**src/rtl/l2_req_arbiter.sv**
```systemverilog
// Round-robin arbiter sharing one L2 request/response port between the I-side (0) and
// D-side (1) L1 caches, with per-requester read credits and source-tagged fill routing.
module l2_req_arbiter #(
  parameter int unsigned ADDR_WIDTH      = 32,
  parameter int unsigned DATA_WIDTH      = 32,
  parameter int unsigned WORDS           = 8,
  parameter int unsigned MSHR_ID_BITS    = 4,
  parameter int unsigned MAX_OUTSTANDING = 8,
  parameter int unsigned CNT_BITS        = 4
) (
  input  logic                           clk,
  input  logic                           reset,
  input  logic [ADDR_WIDTH-1:0]          rq0_addr_i,
  input  logic [DATA_WIDTH*WORDS-1:0]    rq0_data_i,
  input  logic                           rq0_rw_i,
  input  logic                           rq0_valid_i,
  input  logic [MSHR_ID_BITS-1:0]        rq0_id_i,
  output logic                           rq0_stall_o,
  output logic [DATA_WIDTH*WORDS-1:0]    rq0_data_o,
  output logic                           rq0_valid_o,
  output logic [MSHR_ID_BITS-1:0]        rq0_id_o,
  input  logic [ADDR_WIDTH-1:0]          rq1_addr_i,
  input  logic [DATA_WIDTH*WORDS-1:0]    rq1_data_i,
  input  logic                           rq1_rw_i,
  input  logic                           rq1_valid_i,
  input  logic [MSHR_ID_BITS-1:0]        rq1_id_i,
  output logic                           rq1_stall_o,
  output logic [DATA_WIDTH*WORDS-1:0]    rq1_data_o,
  output logic                           rq1_valid_o,
  output logic [MSHR_ID_BITS-1:0]        rq1_id_o,
  output logic [ADDR_WIDTH-1:0]          l2_addr_o,
  output logic [DATA_WIDTH*WORDS-1:0]    l2_data_o,
  output logic                           l2_rw_o,
  output logic                           l2_valid_o,
  output logic [MSHR_ID_BITS:0]          l2_id_o,
  input  logic                           l2_stall_i,
  input  logic [DATA_WIDTH*WORDS-1:0]    l2_data_i,
  input  logic                           l2_valid_i,
  input  logic [MSHR_ID_BITS:0]          l2_id_i,
  output logic                           err_o
);

  localparam int unsigned LineW = DATA_WIDTH * WORDS;
  localparam logic [CNT_BITS-1:0] CntMax = CNT_BITS'(MAX_OUTSTANDING);

  logic                    l2_valid_q, l2_valid_d;
  logic [ADDR_WIDTH-1:0]   l2_addr_q, l2_addr_d;
  logic [LineW-1:0]        l2_data_q, l2_data_d;
  logic                    l2_rw_q, l2_rw_d;
  logic [MSHR_ID_BITS:0]   l2_id_q, l2_id_d;
  logic                    rr_q, rr_d;
  logic [CNT_BITS-1:0]     cnt_q [2];
  logic [CNT_BITS-1:0]     cnt_d [2];
  logic                    err_q, err_d;
  logic [1:0]              rsp_valid_q, rsp_valid_d;
  logic [LineW-1:0]        rsp_data_q [2];
  logic [LineW-1:0]        rsp_data_d [2];
  logic [MSHR_ID_BITS-1:0] rsp_id_q [2];
  logic [MSHR_ID_BITS-1:0] rsp_id_d [2];

  logic       can_load;
  logic [1:0] elig, gnt, req_rw, rsp_hit;

  assign can_load = ~l2_valid_q | ~l2_stall_i;
  assign req_rw   = {rq1_rw_i, rq0_rw_i};
  assign elig[0]  = rq0_valid_i & (rq0_rw_i | (cnt_q[0] < CntMax));
  assign elig[1]  = rq1_valid_i & (rq1_rw_i | (cnt_q[1] < CntMax));
  assign rsp_hit  = {l2_valid_i & l2_id_i[MSHR_ID_BITS], l2_valid_i & ~l2_id_i[MSHR_ID_BITS]};

  // On a tie the requester that did not win last time goes first.
  always_comb begin
    gnt = 2'b00;
    if (can_load) begin
      if (elig == 2'b11) gnt = rr_q ? 2'b01 : 2'b10;
      else               gnt = elig;
    end
  end

  assign rq0_stall_o = ~gnt[0];
  assign rq1_stall_o = ~gnt[1];

  always_comb begin
    l2_valid_d = l2_valid_q;
    l2_addr_d  = l2_addr_q;
    l2_data_d  = l2_data_q;
    l2_rw_d    = l2_rw_q;
    l2_id_d    = l2_id_q;
    rr_d       = rr_q;
    if (gnt != 2'b00) begin
      l2_valid_d = 1'b1;
      l2_addr_d  = gnt[1] ? rq1_addr_i : rq0_addr_i;
      l2_data_d  = gnt[1] ? rq1_data_i : rq0_data_i;
      l2_rw_d    = gnt[1] ? rq1_rw_i : rq0_rw_i;
      l2_id_d    = gnt[1] ? {1'b1, rq1_id_i} : {1'b0, rq0_id_i};
      rr_d       = gnt[1];
    end else if (l2_valid_q && !l2_stall_i) begin
      l2_valid_d = 1'b0;
    end
  end

  // Credits and fill routing; a grant and a fill for the same source cancel out.
  always_comb begin
    err_d       = err_q;
    rsp_valid_d = rsp_hit;
    for (int n = 0; n < 2; n++) begin
      cnt_d[n]      = cnt_q[n];
      rsp_data_d[n] = rsp_data_q[n];
      rsp_id_d[n]   = rsp_id_q[n];
      if (rsp_hit[n]) begin
        rsp_data_d[n] = l2_data_i;
        rsp_id_d[n]   = l2_id_i[MSHR_ID_BITS-1:0];
        if (cnt_q[n] == '0) err_d = 1'b1;
      end
      if (gnt[n] && !req_rw[n] && !rsp_hit[n]) begin
        cnt_d[n] = cnt_q[n] + CNT_BITS'(1);
      end else if (rsp_hit[n] && !(gnt[n] && !req_rw[n]) && cnt_q[n] != '0) begin
        cnt_d[n] = cnt_q[n] - CNT_BITS'(1);
      end
    end
  end

  always_ff @(posedge clk or negedge reset) begin
    if (!reset) begin
      l2_valid_q  <= 1'b0;
      l2_addr_q   <= '0;
      l2_data_q   <= '0;
      l2_rw_q     <= 1'b0;
      l2_id_q     <= '0;
      rr_q        <= 1'b1;
      err_q       <= 1'b0;
      rsp_valid_q <= 2'b00;
      for (int n = 0; n < 2; n++) begin
        cnt_q[n]      <= '0;
        rsp_data_q[n] <= '0;
        rsp_id_q[n]   <= '0;
      end
    end else begin
      l2_valid_q  <= l2_valid_d;
      l2_addr_q   <= l2_addr_d;
      l2_data_q   <= l2_data_d;
      l2_rw_q     <= l2_rw_d;
      l2_id_q     <= l2_id_d;
      rr_q        <= rr_d;
      err_q       <= err_d;
      rsp_valid_q <= rsp_valid_d;
      for (int n = 0; n < 2; n++) begin
        cnt_q[n]      <= cnt_d[n];
        rsp_data_q[n] <= rsp_data_d[n];
        rsp_id_q[n]   <= rsp_id_d[n];
      end
    end
  end

  assign l2_valid_o  = l2_valid_q;
  assign l2_addr_o   = l2_addr_q;
  assign l2_data_o   = l2_data_q;
  assign l2_rw_o     = l2_rw_q;
  assign l2_id_o     = l2_id_q;
  assign err_o       = err_q;
  assign rq0_valid_o = rsp_valid_q[0];
  assign rq1_valid_o = rsp_valid_q[1];
  assign rq0_data_o  = rsp_data_q[0];
  assign rq1_data_o  = rsp_data_q[1];
  assign rq0_id_o    = rsp_id_q[0];
  assign rq1_id_o    = rsp_id_q[1];

endmodule
```
**config.mk**
```make
export PLATFORM = sky130hd
export DESIGN_NAME = l2_req_arbiter
export DESIGN_NICKNAME = d
export VERILOG_FILES = /design/src/rtl/l2_req_arbiter.sv
export SDC_FILE = /design/constraint.sdc
export NUM_CORES = 2
export LEC_CHECK = 0
export BUFFER_PORTS_ARGS = -buffer_cell sky130_fd_sc_hd__buf_2
export CAP_MARGIN = 15
export CORE_AREA = 10 10 651 653
export DETAILED_ROUTE_END_ITERATION = 7
export DIE_AREA = 0 0 661 663
export PLACE_DENSITY = 0.3
export SYNTH_ARGS = -nofsm -noshare
export SYNTH_HDL_FRONTEND = slang
export SYNTH_SLANG_ARGS = --single-unit
```
**constraint.sdc**
```tcl
create_clock -name clk -period 2.31 [get_ports clk]
set_input_delay 0.1155 -clock clk [delete_from_list [all_inputs] [get_ports clk]]
set_output_delay 0.1155 -clock clk [all_outputs]
set_load 0.01 [all_outputs]
```
==> run metrics <==
Adder-Cell Fraction of Synth Area=0.281%; Tot GR Track Use=13.1%; asr flop ratio synth=100%; Logic pwr share=33.0%; final hold viol count=0; CORE AREA=0.411 mm2; Tightest Pin Transition=0.964 ns; DRT Wirelength=302,000 um; main combinational cell family by area after synthesis=multiplexers; worst-path cell chain=buf_4 -> nor2b_1 -> o2111a_4 -> buf_4 -> buf_12 -> buf_12 -> a222oi_1 -> inv_1; Setup-failing EPs final=0; Post-synth EDFFs=0; final slew viol count=0; clock power share=31.4%; Worst R2R Path Depth=8; CP Capture Type=flip-flop; vias in the first global route=37,500; Seq pwr share=35.7%; setup TNS=0 ns; detailed-route via count=36,000; xor and xnor fraction of the mapped netlist area=0.164%; final worst slack=0.00350 ns; path type of the worst setup path=reg2reg; Peak supply drop=0.000523 V; CTS clock-pin slew for the worst setup and hold paths=0.06 ns; Worst EP required=2.97 ns; Critical Path AT=2.97 ns; Crit-path slowest cell=a222oi_1; final worst-path cycle share=99.8%; Non-Filler Instances=11,400; FMAX=0.434 GHz; Post-Syn Nets=3,612; Initial Utilization=7.79%; layout cell share with drive strength beyond 1=38.6%; RSZ-0062 raised after global routing=yes; CP delay by family, top=buffers and inverters; Layout Nets=6,600; max-capacitance violation count=0; PD cells=912 mW/mm2; Avg Vias per Cell=3.17; hold slack=0.0580 ns; drt first pass iters=8; wire length per cell=26.5 um; Design Power=59,000 uW; total grt overflow=0; worst path buffer plus inverter count=5; post-synthesis compound-gate area fraction=8.47%; Setup Skew=0.0771 ns; net switching power=22,500 uW; Leakage=0.0312 uW; DRT iter0 DRCs=3,408; simple-gate share of the synthesized area=10.3%; commonest non-fill, non-tap cell in the layout=buf_2; Hold Path Class=in2async; IO Count=1,673; dpl cells=9,829; Die Area=0.438 mm2; Layout area overhead=102%; worst-path fanout max=62; #FFs+latches synth=827; switching power share of the total=38.1%; cells after synthesis=2,753; Root Buffer=clkbuf_16; drt drc=22; status=finished, violations left; Buffers on Ports=1,672; CP max stage delay=0.38 ns; sequential-to-total area share from yosys stat=64.6%; Setup crit start kind=flip-flop; Die X=661 um; clock sinks=827; GP Congestion=0.924; CTS max path bufs=4; largest net degree at the start of global routing=119; main flop type after synthesis=dfrtp_1; Synth cell types=35; synth warn=0; clk_lat worst skew=0.86 ns; mean post-synth cell area=11.6 um2; fin crit period=2.31 ns; initial antenna violation count=157; first-pass GRT wire length=387,000 um; pre-CTS WS=0.0308 ns; mux cell area share after synthesis=11.2%; Crit path depth=8; max_slew headroom=35.5%; internal power=36,500 uW; synthesized cell area=0.0321 mm2; H-Tree Level Count=3; FP Rows=236; Routed Antenna Nets=0; failing checks=design-rule violations; CTS tree=done; Detailed Place HPWL=253,000 um; most frequent cells in the layout=buf_2, dlygate4sd3_1, nand2_1, dfrtp_1, mux2_2; Inserted Clock Buffers=113; Die Y=663 um
[power by group through the flow]
stage	clock network [uW]	registers, uW	logic (uW)
2_1_floorplan	0	21800	4900
3_3_place_gp	0	21300	17500
3_5_place_dp	0	21300	17700
4_1_cts	19300	21100	19900
5_1_grt	19700	21400	21000
6_report	18500	21000	19400
[routing by layer]
metal,part of all wire (%),up-vias,track usage [%]
met3,7.9,457,3.86
met1,35,18300,13.6
met2,54,1745,25.1
met5,0.098,-,0
li1,-,15500,-
met4,3.5,44,3.92
[stage by stage]
step	area [um2]	util, %
floorplan	32100	-
global placement	47900	11.6
detailed placement	47900	11.6
CTS	64400	15.7
global route	64600	15.7
finish	64700	15.7
[Yosys cell counts, types with 2 or more instances]
cell type | count | area share (%)
dfrtp_1 | 826 | 64
buf_2 | 43 | 0.67
mux2_2 | 263 | 9.2
nor2b_1 | 2 | 0.039
mux2i_1 | 61 | 1.9
a21oi_1 | 2 | 0.031
nand2_1 | 850 | 10
ha_1 | 4 | 0.16
xnor2_1 | 2 | 0.055
o21ai_0 | 61 | 0.95
buf_1 | 14 | 0.16
inv_2 | 3 | 0.035
fa_1 | 2 | 0.12
a21o_1 | 3 | 0.070
clkbuf_1 | 124 | 1.5
xor2_1 | 4 | 0.11
nand2b_1 | 4 | 0.078
a222oi_1 | 234 | 7.3
inv_1 | 235 | 2.8
[state kept, by name, summed over array words and instances (netlist names), 4 cells and up]
name	cells
l2_data_o	256
rq1_id_o	4
rq1_data_o	256
cnt_q	8
l2_addr_o	32
rq0_id_o	4
rq0_data_o	256
l2_id_o	5
[worst paths after layout]
check / start / endpoint / slack, ns
setup / recovery: cnt_q[3] / l2_id_o[2] / 0.004
hold / removal: reset / rq1_data_o[102] / 0.06
setup reg to reg: cnt_q[3] / l2_id_o[2] / 0.004
hold reg to reg: err_o / err_o / 0.46
max in group asynchronous: reset / rq1_data_o[142] / 0.83
min in group clk: rq0_data_i[2] / l2_data_o[2] / 0.10
[worst reg2reg max path, cell delays in order (launching register included)]
cell      delay [ns]
dfrtp_1         0.37
buf_4           0.14
nor2b_1         0.13
o2111a_4        0.30
buf_4           0.17
buf_12          0.17
buf_12          0.31
a222oi_1        0.48
inv_1           0.09
[logic make-up (layout without fill, tap and decap cells)]
kind of cell	after synthesis	after routing
adders and majority gates	6	6
xor gates and xnor gates	6	6
AOI/OAI and AO/OA	304	304
muxes	325	325
buffers and inverters	420	3494
and+or+nand+nor	865	865
other	0	72
DFF	827	827
[area by class of cell]
cell class                      instances  area, um2
Clock buffer                          164       3270
Inverter                              238        903
Timing Repair Buffer                 3055      22400
Tap cell                             5474       6850
Clock inverter                         37        539
Sequential cell                       827      20700
Fill cell                           46400     347000
Multi-Input combinational cell       1506       9800
Antenna cell                           72        180
[what timing repair did]
| action | CTS | global route |
|---|---|---|
| setup buffers | 2 | 1 |
| pin swaps | 1 | 6 |
| hold endpoints to repair | 1604 | 31 |
| resized for setup | 4 | 3 |
| cloned | 2 | 2 |
| endpoints found under the setup margin | 2 | 95 |
| hold buffers | 1264 | 1 |
(Power assumes the default switching activity.)
